[src/rtl/reaction_score_keeper.sv]
// reaction_score_keeper: captures finished trial times and tracks last, best and running-average results for display.
module reaction_score_keeper #(
  parameter int WIDTH    = 12,
  parameter int AVG_LOG2 = 2,
  parameter int CNT_W    = 8
) (
  input  logic             Board_clk,
  input  logic             Reset,
  input  logic [WIDTH-1:0] time_in,
  input  logic             time_valid,
  input  logic             false_start,
  input  logic             clear_best,
  input  logic [1:0]       view_sel,
  output logic [WIDTH-1:0] disp_out,
  output logic             new_best,
  output logic             avg_ready,
  output logic [CNT_W-1:0] trial_count,
  output logic [CNT_W-1:0] false_count
);
  localparam int DEPTH = 2 ** AVG_LOG2;
  localparam int SW    = WIDTH + AVG_LOG2;
  localparam int FW    = AVG_LOG2 + 1;
  localparam logic [WIDTH-1:0] MAX = '1;

  logic [WIDTH-1:0]    last_q, last_d, best_q, best_d, best_base, oldest, avg, disp_q, disp_d;
  logic [WIDTH-1:0]    win_q [DEPTH];
  logic [SW-1:0]       sum_q, sum_d;
  logic [FW-1:0]       fill_q, fill_d;
  logic [AVG_LOG2-1:0] wptr_q;
  logic [CNT_W-1:0]    trial_q, trial_d, false_q, false_d;
  logic                new_best_q, acc, hit;

  always_comb begin
    acc       = time_valid & ~false_start;
    best_base = clear_best ? MAX : best_q;
    hit       = acc && (time_in < best_base);
    best_d    = hit ? time_in : best_base;
    last_d    = false_start ? MAX : (acc ? time_in : last_q);
    oldest    = win_q[wptr_q];
    // Unfilled window slots hold zero, so subtracting the oldest entry is always safe.
    sum_d     = acc ? sum_q - SW'(oldest) + SW'(time_in) : sum_q;
    fill_d    = (acc && fill_q != FW'(DEPTH)) ? fill_q + 1'b1 : fill_q;
    trial_d   = (acc && trial_q != '1) ? trial_q + 1'b1 : trial_q;
    false_d   = (false_start && false_q != '1) ? false_q + 1'b1 : false_q;
    avg       = avg_ready ? WIDTH'(sum_q >> AVG_LOG2) : '0;
    disp_d    = view_sel[1] ? (view_sel[0] ? WIDTH'(trial_q) : avg)
                            : (view_sel[0] ? best_q : last_q);
  end

  always_ff @(posedge Board_clk) begin
    if (Reset) begin
      last_q     <= '0;
      best_q     <= MAX;
      sum_q      <= '0;
      fill_q     <= '0;
      wptr_q     <= '0;
      trial_q    <= '0;
      false_q    <= '0;
      disp_q     <= '0;
      new_best_q <= 1'b0;
      for (int i = 0; i < DEPTH; i++) win_q[i] <= '0;
    end else begin
      last_q     <= last_d;
      best_q     <= best_d;
      sum_q      <= sum_d;
      fill_q     <= fill_d;
      trial_q    <= trial_d;
      false_q    <= false_d;
      disp_q     <= disp_d;
      new_best_q <= hit;
      if (acc) begin
        win_q[wptr_q] <= time_in;
        wptr_q        <= wptr_q + 1'b1;
      end
    end
  end

  assign disp_out    = disp_q;
  assign new_best    = new_best_q;
  assign avg_ready   = (fill_q == FW'(DEPTH));
  assign trial_count = trial_q;
  assign false_count = false_q;
endmodule

[config.mk]
export PLATFORM = sky130hd
export DESIGN_NAME = reaction_score_keeper
export DESIGN_NICKNAME = d
export VERILOG_FILES = /design/src/rtl/reaction_score_keeper.sv
export SDC_FILE = /design/constraint.sdc
export NUM_CORES = 1
export LEC_CHECK = 0
export ABC_CLOCK_PERIOD_IN_PS = 4650
export CAP_MARGIN = 20
export CORE_MARGIN = 2
export CORE_UTILIZATION = 45
export CTS_CLUSTER_SIZE = 30
export DETAILED_ROUTE_END_ITERATION = 7
export GPL_TIMING_DRIVEN = 0
export SLEW_MARGIN = 10
export SYNTH_ARGS = -nofsm -noshare
export SYNTH_HDL_FRONTEND = slang
export SYNTH_SLANG_ARGS = --single-unit
[constraint.sdc]
create_clock -name Board_clk -period 4.65 [get_ports Board_clk]
set_clock_uncertainty 0.05 [all_clocks]
set_input_delay 0.93 -clock Board_clk [delete_from_list [all_inputs] [get_ports Board_clk]]
set_output_delay 0.93 -clock Board_clk [all_outputs]
set_load 0.02 [all_outputs]
# == Word-level counts from Yosys, hierarchy flattened ==
# Memory sizes are Yosys's and may differ from the RTL's. A register that Yosys moved wholly into a read port is not among the register bits.
# Cells that the tools add are included.
# totals
register_bits,72
out_inout_bits,30
elab_cells,47
memories,1
input_bits,19
ramBits,48
# mem_list
name,words,word_bits,read_ports,rd_ports_with_merged_regs,wr,line,text
win_q,4,12,1,1,4,26,logic [WIDTH-1:0] win_q [DEPTH];
# op_classes
n_bitwise,2
n_addsub,6
n_lt_le_gt_ge,1
muxes,18
n_reduce_logical,6
eq_ne,4
# ops
cell,n
$mux W12,9
$add A8 B1 Y8 const B,2
$ne A8 B8 Y1 const B,2
$add A14 B12 Y14,1
$sub A14 B12 Y14,1
$lt A12 B12 Y1,1
$reduce_or A12 Y1,1
$mux W1,6
$mux W2,3
$logic_and A1 B1 Y1,4
$add A3 B1 Y3 const B,1
$eq A3 B3 Y1 const B,1
$ne A3 B3 Y1 const B,1
$add A2 B1 Y2 const B,1
$reduce_bool A2 Y1,1
$and A1 B1 Y1,1
$not A1 Y1,1

# == Depth between registers and ports, before layout ==
# Gate-level depths: netlist (run 1).
# depth
ltp_word,7
mapped_depth,12
ltp_nobuf,11

# == Worst setup path after synthesis (run 1) ==
# OpenSTA, ideal clock, no wires.
# synth_path
kind,reg-to-reg
start,register with a tool-made name
end,register sum_q[10]
path_stages_with_launch,12
synth_period_minus_slack_ps,3595
t_required_ps,4505
path_slack_ps,1055
t_arrival_ps,3450
path_cell_list,dfxtp_1 buf_2 mux4_2 fa_1 inv_1 fa_1 a21o_1 a21o_1 a31oi_2 o21ai_1 or4b_1 o311ai_1
# synth_rtl
item,line,text
to (signal assigned),65,sum_q <= sum_d;
to (decl),27,"logic [SW-1:0] sum_q, sum_d;"

# == Final worst setup path (run 1) ==
# layout_path
start,input time_in[1]
end,register sum_q[10]
# layout_between
elab_chain_len,1
# layout_rtl
item,line,text
from (decl),9,"input logic [WIDTH-1:0] time_in,"
$add A14 B12 Y14,41,sum_d = acc ? sum_q - SW'(oldest) + SW'(time_in) : sum_q;
# No other way between the ends.
# A chain may end at the register's enable or synchronous reset.

==> flow_summary.toml, run 1 <==
[floorplan]
die_w_microns = 124
start_util = 0.462
die-area_sq_um = 15300
ios = 49
die_h_microns = 124
rows = 43
core_sq_um = 13900

[cells_and_area]
layoutNonFillerInstCount = 906
post-route-cell-area_sq_um = 7700
multi_input_area_sq_um = 3160
layout-drive-gt1-share = 0.0799
fill_cells = 1256
fin_nets = 774
synthToLayoutAreaGrowth_pct = 19.6
n_antenna_cell = 0
regArea_sq_um = 2920

[clock_tree]
clock-root-buffer = "clkbuf_16"
numCtsBuffers = 17
clockBufferDepth = 2
cts_tree = "yes"
worstSkewPairLatency_ns = 0.42
post_cts_resized = 0
post_cts_buffers = 0
clock_sinks = 122
clk_pin_slew_ns = 0.05
htreeDepth = 4
ctsHoldBuffers = 0

[power_and_ir_drop]
p_switching_w = 0.00101
ir_worst_vdd_mv = 0.274
pwr-share-comb = 0.248
powerDensity_nw_per_um2 = 433
internal_power_w = 0.00232
p_seq_frac = 0.369
p_clk_frac = 0.383
static-leakage-power_nw = 2.99
sw_frac_of_total = 0.303

[detailed_routing]
drt_first_pass_iters = 4
wl_per_cell_microns = 20.3
num_vias = 5116
first_iter_violations = 373
drc = 0
postRouteAntennaNets = 0
routed_via_density = 5.65
routed_wl_microns = 18400

[global_routing]
overflow = 0
grt_pass1_wl_microns = 27900
grt_pass1_vias = 5052
track_usage = 0.254
antenna_found_initial = 0
grt_max_degree = 17

[worst_setup_path]
slowest_stage = "clkdlybuf4s50_1"
worstReg2RegEnd = "sum_q[10]"
cp-start-kind = "input port"
crit_start = "time_in[1]"
critPathCapture = "sum_q[10]"
cp.depth = 11
cp.buffers_inverters = 3
crit_chain = "clkdlybuf4s50_1 -> inv_1 -> fa_1 -> inv_1 -> fa_1 -> a21o_1 -> a21o_1 -> a31oi_2 -> o21ai_1 -> or4b_1 -> o311ai_1"
cp.arrival_ns = 4.34
r2r_cells = 11
worst_setup_path_end_kind = "flop"
crit_path_max_fanout = 6
critPathMaxStageDelay_ns = 0.69
crit_type = "in2reg"
rrSetupSlack_ns = 0.65
crit_family = "adder cells"
required_ns = 4.91

[synthesis]
synthTopCellsByArea = "dfxtp_1 23%, edfxtp_1 22%, ha_1 5.6%, mux4_2 4.2%, fa_1 3.7%"
async_flop_share = 0
synth.distinct_cells = 56
syn_inst = 648
yosysTopAreaCell = "dfxtp_1"
syn_area_per_cell_sq_um = 9.93
ys.flop_type = "dfxtp_1"
yosysMostFrequentCell = "dfxtp_1"
yosysTopAreaCellShare = 0.230
syn-cell-area_sq_um = 6440
synthTopCellsByCount = "74 x dfxtp_1, 54 x inv_1, 51 x nor2_1, 48 x edfxtp_1, 43 x a21oi_1"
synth_nets = 708
seq_area_frac_synth = 0.454
yosys_register_bits = 122
synth_edf_count = 48
synth_warnings = 0

[run_status]
outcome = "completed"

[flow_run]
drv_cap = 0

[place]
dp_slack_ns = 0.250
place.gp.congestion = 0.885
dp_hpwl_microns = 13300
placed_cell_area_sq_um = 7130
io_buffers = 45
dpl.cell_count = 875

[sta]
fin_crit_ns = 4.08
holdWs_ns = 0.405
slew_headroom = 0.454
hold_viol_final = 0
setup_viol = 0
rsz0062_at_grt = "false"
setup_tns_ns = 0
tightest_slew_ns = 0.813
fin_ws_ns = 0.572
drv_slew = 0
layout_worst_path_cycle_share = 0.877
fmax_mhz = 245

[worst_hold_path]
hold_path_class = "reg2reg"
per-stage QoR:
| step | utilization | total power, W |
|---|---|---|
| after floorplan | - | 0.00183 |
| after global placement | 0.510 | 0.00205 |
| after detailed placement | 0.512 | 0.00206 |
| after CTS | 0.553 | 0.00334 |
| after global routing | 0.553 | 0.00349 |
| final | 0.553 | 0.00333 |
area by class of cell:
type	instances	area share
Sequential cell	122	0.380
Timing Repair Buffer	47	0.0609
Clock inverter	6	0.00812
Buffer	38	0.0197
Tap cell	180	0.0292
Clock buffer	25	0.0658
Multi-Input combinational cell	433	0.410
Inverter	55	0.0268
power groups by stage:
stage / clock (W) / sequential (W) / combinational (W)
after floorplan: 0 / 0.00125 / 0.000586
after global placement: 0 / 0.00125 / 0.000798
after detailed placement: 0 / 0.00125 / 0.000812
after CTS: 0.00129 / 0.00123 / 0.000822
after global routing: 0.00134 / 0.00124 / 0.000910
final: 0.00128 / 0.00123 / 0.000827
sequential cells by signal (all words and copies together), names as in the netlist, 3 cells and up, named ones only:
signal and count:
last_q 12, false_count 8, best_q 12, sum_q 14
fill_q 3, disp_out 12, trial_count 8, win_q 48
worst reg2reg max path, delay by kind of cell (launching register included):
family | cells | cell delay [ns]
AOI/OAI and AO/OA | 5 | 0.97
adders and majority gates | 2 | 0.96
buffers and inverters | 2 | 0.63
and+or+nand+nor | 1 | 0.49
muxes | 1 | 0.42
DFF | 1 | 0.38
cells in the final DEF, fill, tap and decap left out, drive strengths merged, types with 4 or more instances in the layout:
master and count:
buf 16, clkdlybuf4s50 45, a211oi 12, nand3 12, o21ai 24, nand2b 5
dfxtp 74, o311a 7, o311ai 4, mux2i 15, a21o 7, a21oi 44
and2 26, edfxtp 48, nor4 10, xor2 9, clkbuf 49, nand4 11
a21boi 11, nor2 51, and3 7, ha 29, nor3 33, nand2 37
inv 55, nor2b 11, mux4 12, fa 12, xnor2 11
worst min path at each step:
stage          cells past startpoint  slack [ns]       end  startpoint
5_1_grt                            2        0.44  sum_q[0]    sum_q[0]
3_5_place_dp                       2        0.40  sum_q[8]    sum_q[8]
2_1_floorplan                      2        0.38  sum_q[4]    sum_q[4]
3_3_place_gp                       2        0.39  sum_q[0]    sum_q[0]
4_1_cts                            2        0.41  sum_q[8]    sum_q[8]
6_report                           2        0.41  sum_q[8]    sum_q[8]
kinds of logic (layout without fill, tap and decap cells):
group	after synthesis	after routing	share of synthesized area
adder cells (fa/ha/maj)	41	41	0.0937
XOR/XNOR	20	20	0.0272
multiplexers	28	28	0.0671
AND/OR/NAND/NOR	216	216	0.170
AO/OA/AOI/OAI	128	128	0.133
flip-flops	122	122	0.454
buffers and inverters	93	171	0.0556
metal layers:
layer / global-route usage / up-vias / share of wire
met3: 0.0618 / 26 / 0.061
met2: 0.417 / 160 / 0.48
met5: 0 / - / 0
met1: 0.331 / 2493 / 0.44
li1: - / 2437 / -
met4: 0.0788 / 0 / 0.022
No activity file was read; power rests on OpenSTA's default activity.
==> run 2, diff against run 1 <==
--- a/config.mk
+++ b/config.mk
@@ -9,9 +9,10 @@
 export CAP_MARGIN = 20
 export CORE_MARGIN = 2
 export CORE_UTILIZATION = 45
-export CTS_CLUSTER_SIZE = 30
+export CTS_CLUSTER_SIZE = 10
 export DETAILED_ROUTE_END_ITERATION = 7
 export GPL_TIMING_DRIVEN = 0
+export HOLD_SLACK_MARGIN = 0.05
 export SLEW_MARGIN = 10
 export SYNTH_ARGS = -nofsm -noshare
 export SYNTH_HDL_FRONTEND = slang
==> results of run 2 <==
Final layout, timing and power as in run 1 (identical DEF).
==> run 3, diff against run 2 <==
--- a/config.mk
+++ b/config.mk
@@ -11,6 +11,7 @@
 export CORE_UTILIZATION = 45
 export CTS_CLUSTER_SIZE = 10
 export DETAILED_ROUTE_END_ITERATION = 7
+export DONT_BUFFER_PORTS = 1
 export GPL_TIMING_DRIVEN = 0
 export HOLD_SLACK_MARGIN = 0.05
 export SLEW_MARGIN = 10
==> run 3 against run 2 <==
  * Wire length shrank 4.9%
  * Critical path depth is the same
  * First-iteration DRC count shrank 8.0%
  * Worst hold slack gained 0.0054 ns
  * Combinational power shrank 8.9%
  * Sequential power is essentially flat
  * Design area shrank 5.4%
  * Die area is the same
  * Sequential cell count is the same
  * Clock-buffer cell count grew 1
  * Largest cell class unchanged
==> flow_summary.toml, run 3 (synthesis gave the netlist of run 1 again) <==
[global_routing]
grt_max_degree = 17
grt_pass1_wl_microns = 27300
overflow = 0
track_usage = 0.248
grt_pass1_vias = 5003
antenna_found_initial = 0

[worst_hold_path]
worstHoldPathCells = 2
min_to = "sum_q[0]"
hold_start = "sum_q[0]"
hold_path_class = "reg2reg"

[cells_and_area]
layout_commonest_cell = "dfxtp_1"
layout-drive-gt1-share = 0.0865
n_antenna_cell = 0
mostFrequentLayoutCells = "74 x dfxtp_1, 54 x inv_1, 51 x nor2_1"
synthToLayoutAreaGrowth_pct = 13.2
largest_register = "win_q"
fin_nets = 729
largest_reg_flops = 48
biggestRegsByFlops = "win_q: 48 flops, sum_q: 14 flops"

[sta]
rsz0062_at_grt = "false"
layout_worst_path_cycle_share = 0.849
drv_slew = 0
tightest_slew_ns = 0.706
slew_headroom = 0.525
hold_viol_final = 0
fin_crit_ns = 3.95
setup_tns_ns = 0
fmax_mhz = 253
holdWs_ns = 0.411
setup_viol = 0

[clock_tree]
clockBufferDepth = 2
numCtsBuffers = 17
post_cts_resized = 0
cts_tree = "yes"
htreeDepth = 4
worstSkewPairLatency_ns = 0.42
clock_sinks = 122
post_cts_buffers = 0
ctsHoldBuffers = 0
clk_pin_slew_ns = 0.05
clock-root-buffer = "clkbuf_16"

[place]
place.gp.congestion = 0.888
io_buffers = 0
dp_hpwl_microns = 12700

[floorplan]
die_h_microns = 124
rows = 43
die_w_microns = 124
die-area_sq_um = 15300
ios = 49
core_sq_um = 13900
start_util = 0.462

[flow_run]
drv_cap = 0

[worst_setup_path]
crit_type = "reg2reg"
required_ns = 4.90
cp.buffers_inverters = 2
cp-start-kind = "flop"
critPathMaxStageDelay_ns = 0.62
rrSetupSlack_ns = 0.70
cp.depth = 11
crit_top_cell = "o21ai_2"
crit_path_max_fanout = 10
slowest_stage = "mux4_2"
r2r_cells = 11
worst_setup_path_end_kind = "flop"
cp.arrival_ns = 4.20
crit_family = "multiplexers"
worstReg2RegEnd = "sum_q[13]"
crit_chain = "buf_2 -> mux4_2 -> fa_1 -> inv_1 -> ha_1 -> a21oi_1 -> o21ai_2 -> or3b_1 -> o21ai_2 -> mux2i_1 -> mux2_1"

[power_and_ir_drop]
pwr-share-comb = 0.226
sw_frac_of_total = 0.290
p_seq_frac = 0.373
p_switching_w = 0.000966
p_clk_frac = 0.402
powerDensity_nw_per_um2 = 458
internal_power_w = 0.00237
static-leakage-power_nw = 2.85
ir_worst_vdd_mv = 0.303

[detailed_routing]
first_iter_violations = 343
drt_first_pass_iters = 4
routed_via_density = 5.73
routed_wl_microns = 17500
wl_per_cell_microns = 20.3
drc = 0
num_vias = 4943
postRouteAntennaNets = 0

[run_status]
outcome = "completed"
-- run 3: worst max path at each step --
stage               start     endpoint  slack [ns]
2_1_floorplan        flop    sum_q[10]        1.05
3_3_place_gp   time_valid  win_q[3][3]        0.58
3_5_place_dp         flop    sum_q[13]        0.70
4_1_cts              flop    sum_q[10]        0.68
5_1_grt              flop    sum_q[10]        0.51
6_report             flop    sum_q[13]        0.70
-- run 3: through the flow --
| step | area, sq um | worst slack (ns) | util | power, W | std cells |
|---|---|---|---|---|---|
| floorplan | 6440 | 1.05 | - | 0.00183 | 648 |
| global placement | 6660 | 0.575 | 0.478 | 0.00199 | 828 |
| detailed placement | 6680 | 0.702 | 0.479 | 0.00201 | 830 |
| CTS | 7290 | 0.684 | 0.523 | 0.00335 | 862 |
| global route | 7290 | 0.509 | 0.523 | 0.00350 | 862 |
| finish | 7290 | 0.704 | 0.523 | 0.00334 | 862 |
-- run 3: metal layers --
layer  track usage  part of all wire  up-vias
li1              -                 -     2355
met1         0.302              0.42     2378
met2         0.412              0.49      166
met3        0.0595             0.057       44
met4         0.124             0.037        0
met5             0                 0        -
-- run 3: area by class of cell --
cell class,instances,area (sq um)
Buffer,38,151
Clock buffer,26,520
Clock inverter,6,86.3
Fill cell,1265,6650
Inverter,55,206
Multi-Input combinational cell,433,3160
Sequential cell,122,2920
Tap cell,180,225
Timing Repair Buffer,2,18.8
-- run 3: worst reg2reg max path, cell delays in order, from the launching register on --
cell,delay (ns)
dfxtp_1,0.39
buf_2,0.37
mux4_2,0.62
fa_1,0.50
inv_1,0.04
ha_1,0.39
a21oi_1,0.23
o21ai_2,0.09
or3b_1,0.38
o21ai_2,0.15
mux2i_1,0.27
mux2_1,0.34
-- run 3: power by group through the flow --
| stage | registers (W) | clock network, W | logic [W] |
|---|---|---|---|
| 2_1_floorplan | 0.00125 | 0 | 0.000586 |
| 5_1_grt | 0.00125 | 0.00140 | 0.000847 |
| 3_3_place_gp | 0.00126 | 0 | 0.000728 |
| 6_report | 0.00124 | 0.00134 | 0.000753 |
| 4_1_cts | 0.00124 | 0.00136 | 0.000751 |
| 3_5_place_dp | 0.00126 | 0 | 0.000743 |
==> RTL edit 1 (config.mk and constraints of run 3) <==
Register the output `trial_count` once more, with the module's reset; this adds one clock of latency there. The other outputs are not delayed to match.
--- a/src/rtl/reaction_score_keeper.sv
+++ b/src/rtl/reaction_score_keeper.sv
@@ -80,3 +80,9 @@
   assign avg_ready   = (fill_q == FW'(DEPTH));
-  assign trial_count = trial_q;
+  always_ff @(posedge Board_clk) begin
+    if (Reset) begin
+      trial_count <= '0;
+    end else begin
+      trial_count <= trial_q;
+    end
+  end
   assign false_count = false_q;
Check against the original RTL: not equivalent (a bounded check fails within 4 cycles, from zero or initial values and one cycle with Reset high).
==> RTL edit 1 against run 3 <==
Routed wire length grew 5.8%. Worst setup slack gained 47 ps. Critical path type unchanged. Combinational power shrank 6.8%. Area after synthesis grew 4.6%. Power shrank 2.1%. Utilization shrank 0.58 points. Final area grew 3.5%. Sequential cell count grew 8. Fmax grew 1.2%. Hold slack gained 0.54 ps.
==> RTL edit 1: results (changes against run 3) <==
RESULT_OF_THE_RUN='finished clean'
GRT_USE_MET3=0.0519  # -0.00765
DR_WL_MET3_UM=1160  # +16%
MULTIINPUTCOMBCELLCOUNT=450  # +3.9%
NETLIST_AREA_UM2=6740  # +4.6%
FIRST_PASS_GRT_WIRE_LENGTH_UM=28700  # +5.4%
CP_SLOWEST_STAGE_DELAY_PS=580  # -40 ps
SEQ_AREA_FRAC_SYNTH=0.458  # +0.00362
GRT.MET1_USAGE=0.328  # +0.0263
DETAIL_ROUTE.VIAS_PER_CELL=5.76  # +0.46%
FINAL_LAYOUT_SIZE_SUFFIX_GT1_FRAC=0.0811  # -0.00539
GLOBAL_ROUTE.USAGE.TOTAL=0.236  # -0.0117
GP_ROUTABILITY_CONGESTION=0.917  # +3.2%
DRT-PASS1-ITER-COUNT=6  # +2
DPL_CELL_AREA_UM2=6980  # +4.6%
LAYOUT.SEQUENTIAL_CELLS=130  # +6.6%
WORSTPATHARRIVAL_PS=4130  # -70 ps
POWER_DISSIPATED_IN_THE_CLOCK_NETWORK_mW=1.26  # -6%
CTSROOTBUFFERMASTER='sky130_fd_sc_hd__clkbuf_16'
FINAL-NONCLK-BUF-SHARE=0.0249  # +0.00152
YS_TOP_CELLS_BY_AREA='sky130_fd_sc_hd__dfxtp_1, sky130_fd_sc_hd__edfxtp_1, sky130_fd_sc_hd__ha_1'
WL_PER_CELL_UM=20.6  # +1.4%
WL_MET1_UM=8360  # +14%
REG2REGPATHDEPTH=10  # -1
NETS=762  # +4.5%
REGISTER_AREA_UM2=3080  # +5.5%
DR.FIRST_ITER.DRC_COUNT=664  # +94%
FIN_WORST_HOLD_SLACK_PS=411  # +0.541 ps
FINAL.CLKBUF_COUNT=22  # -15%
TOTAL_LEAKAGE_POWER_nW=2.98  # +4.7%
DPL.HPWL_UM=13600  # +7.2%
GRT_PASS1_VIAS=5109  # +2.1%
AREA_SHARE_CLOCK_BUF_INV=0.0743  # -0.00898
POWER_FRAC_SEQ=0.400  # +0.027
SETUP_SLACK_ON_THE_WORST_FLOP_TO_FLOP_PATH_PS=750  # +50 ps
RELSLEWSLACK=0.509  # -0.0156
AREA_DELTA_SYNTH_FINAL_PCT=12.0
MULTI_INPUT_GATE_AREA_UM2=3270  # +3.5%
PRE_CTS_SLACK_PS=777  # +74.6 ps
NFILLCELLS=1291  # +2.1%
DETAILROUTE.WIRELENGTH.MET2_UM=8510  # about the same
GRT.MET2_USAGE=0.370  # -0.0418
CRITICAL_PATH.TOP_DELAY_FAMILY='compound AO/OA/AOI/OAI gates'
SYNTHESIZED_NET_COUNT=741  # +4.7%
==> RTL edit 1: cell families (layout without fill, tap and decap cells) <==
group,Yosys count,in the layout,synth area share
simple gates,229,229,0.172
xor+xnor,19,19,0.0247
flops,130,130,0.458
fa+ha+maj,41,41,0.0895
compound gates,135,135,0.138
mux,26,26,0.0609
buf+inv,101,135,0.0574
==> RTL edit 1: worst max path at each step <==
stage                     from  depth (start not counted)  slack (ps)          end
floorplan             register                         10        1160     sum_q[8]
global placement    time_valid                          5         700  win_q[3][3]
detailed placement    register                         10         780     sum_q[8]
CTS                   register                         10         750     sum_q[8]
global route          register                         10         530    sum_q[10]
finish                register                         10         750    sum_q[10]
==> RTL edit 1: per-stage QoR <==
step	utilization	total power [mW]	cells
global placement	0.477	2.00	865
CTS	0.517	3.27	899
detailed placement	0.479	2.01	867
floorplan	-	1.84	681
global route	0.517	3.41	899
finish	0.517	3.27	899
==> RTL edit 2 (settings of run 3) <==
Made on the original files. Set the parameter `CNT_W` to 10 (it was 8).
--- a/src/rtl/reaction_score_keeper.sv
+++ b/src/rtl/reaction_score_keeper.sv
@@ -4,3 +4,3 @@
   parameter int AVG_LOG2 = 2,
-  parameter int CNT_W    = 8
+  parameter int CNT_W    = 10
 ) (
Interface: changed (resized false_count and trial_count); port bits go from 49 to 53. The function was not compared with the original's and may differ.
==> RTL edit 2 against run 3 <==
Cell count grew 6.3%. Via count grew 2.6%. Routed wire length shrank 1.1%. First-iteration DRC count grew 58%. Power grew 4.6%. Worst setup slack gained 150 ps. Sequential share of layout area shrank 0.35 points. Die area grew 3.2%. Area after synthesis grew 3.3%. Clock power grew 12%. Sequential cell count grew 4. Final area grew 3.7%. Global-route usage shrank 1.6 points. Count of clock-buffer cells in the layout shrank 9. Largest cell class unchanged.
==> RTL edit 2: results (changes against run 3) <==
GLOBAL_ROUTE.USAGE.TOTAL=0.232  # -0.0162
HP-CLASS='reg -> reg'
RESULT_OF_THE_RUN='finished clean'
NFILLCELLS=1299  # +2.7%
NETLIST-CELL-TYPE-COUNT=50  # -11%
POSTCTSSETUPREPAIRBUFS=0  # unchanged
GRT.MET2_USAGE=0.355  # -0.0563
TOTAL_NUMBER_OF_VIAS=5072  # +2.6%
ROUTED_WIRELENGTH_UM=17300  # -1.1%
SEQ_AREA_FRAC_SYNTH=0.452  # -0.00248
CLOCK_TREE.HTREE_LEVEL_COUNT=4  # unchanged
GRT_USE_MET3=0.0565  # -0.00304
CP_SLOWEST_STAGE_DELAY_PS=590  # -30 ps
INSERTEDDIODECOUNT=0  # unchanged
DPL.HPWL_UM=12900  # +1.3%
CTSROOTBUFFERMASTER='sky130_fd_sc_hd__clkbuf_16'
PEAKVDDDROP_V=0.000347  # +15%
LARGEST_NET_DEGREE_AT_THE_START_OF_GLOBAL_ROUTING=17  # unchanged
ASYNC_FLOP_SHARE=0  # unchanged
DRT-PASS1-ITER-COUNT=5  # +1
DR.FIRST_ITER.DRC_COUNT=541  # +58%
TOTAL_LEAKAGE_POWER_nW=3.02  # +5.9%
GP_ROUTABILITY_CONGESTION=0.962  # +8.3%
WORSTPATHMAXFANOUT=10  # unchanged
NUMBER_OF_BUFFERS_CREATED_BY_CTS=17  # unchanged
CRITICAL_PATH.TOP_DELAY_FAMILY='multiplexers'
SYNTHESIZED_NET_COUNT=758  # +7.1%
FINALCRITICALPERIOD_PS=3800  # -147 ps
LAYOUT_TOP_REGISTERS='win_q: 48 flops, sum_q: 14 flops'
GRT_PASS1_VIAS=4989  # -0.28%
FINAL_LAYOUT_SIZE_SUFFIX_GT1_FRAC=0.0861  # -0.000445
GRT.MET1_USAGE=0.320  # +0.0177
SYNTH.TOP_CELLS.BY_COUNT='sky130_fd_sc_hd__nor2_1, sky130_fd_sc_hd__dfxtp_1, sky130_fd_sc_hd__inv_1'
NETS=779  # +6.9%
YOSYSWARNINGS=0  # unchanged
CRITICAL-PATH-SLOWEST-CELL='sky130_fd_sc_hd__mux4_2'
GRT_ANTENNA_BEFORE_REPAIR=0  # unchanged
TIMING_WORST_SLEW_PIN_VALUE_PS=691  # -15.0 ps
DPL_CELL_AREA_UM2=6890  # +3.2%
FIRST_PASS_GRT_WIRE_LENGTH_UM=28000  # +2.7%
YS_TOP_CELLS_BY_AREA='sky130_fd_sc_hd__dfxtp_1, sky130_fd_sc_hd__edfxtp_1, sky130_fd_sc_hd__nor2_1'
RTL edit 2: cell count changes after synthesis, sizes merged, moves of 14 or more:
cell | before | now
inv | 55 | 69
a21oi | 44 | 21
a211oi | 12 | 29
and2 | 26 | 1
nor2 | 51 | 107
nor2b | 11 | 27
RTL edit 2: stage by stage:
step                      setup WS [ps]  hold slack (ps)  std cells   util
final                               851              403        916  0.522
after global routing                670              420        916  0.522
after global placement              906              391        882  0.475
after floorplan                    1210              375        698      -
after detailed placement            887              394        884  0.476
after CTS                           857              402        916  0.522
RTL edit 2: final timing paths:
path | cells past startpoint | slack [ps] | start | to
worst min register to register | 2 | 400 | sum_q[2] | sum_q[2]
worst min-delay path | 2 | 400 | sum_q[2] | sum_q[2]
worst max-delay path | 11 | 850 | register | sum_q[13]
worst max register to register | 11 | 850 | register | sum_q[13]
RTL edit 2: cell type report:
| type | count | area share |
|---|---|---|
| buffer | 38 | 0.0209 |
| clock buffer | 17 | 0.0563 |
| clock inverter | 15 | 0.0310 |
| inverter | 69 | 0.0343 |
| multi-input combinational | 465 | 0.428 |
| sequential | 126 | 0.398 |
| tap | 184 | 0.0305 |
| timing repair buffer | 2 | 0.00199 |
RTL edit 2: where the power goes:
group          switching, mW  internal (mW)
logic                  0.434          0.291
clock network          0.535          0.961
registers             0.0475           1.22
total                   1.02           2.47
RTL edit 2: cells by family after synthesis:
family          after synthesis  synth area share
buf+inv                     107            0.0627
flops                       126             0.452
compound gates              106             0.114
xor+xnor                     23            0.0303
fa+ha+maj                    41            0.0907
mux                          28            0.0649
simple gates                267             0.186
RTL edit 2: layer usage:
metal | vias to the layer above | share of wire
li1 | 2466 | -
met1 | 2426 | 0.46
met2 | 151 | 0.46
met3 | 29 | 0.060
met4 | 0 | 0.021
met5 | - | 0
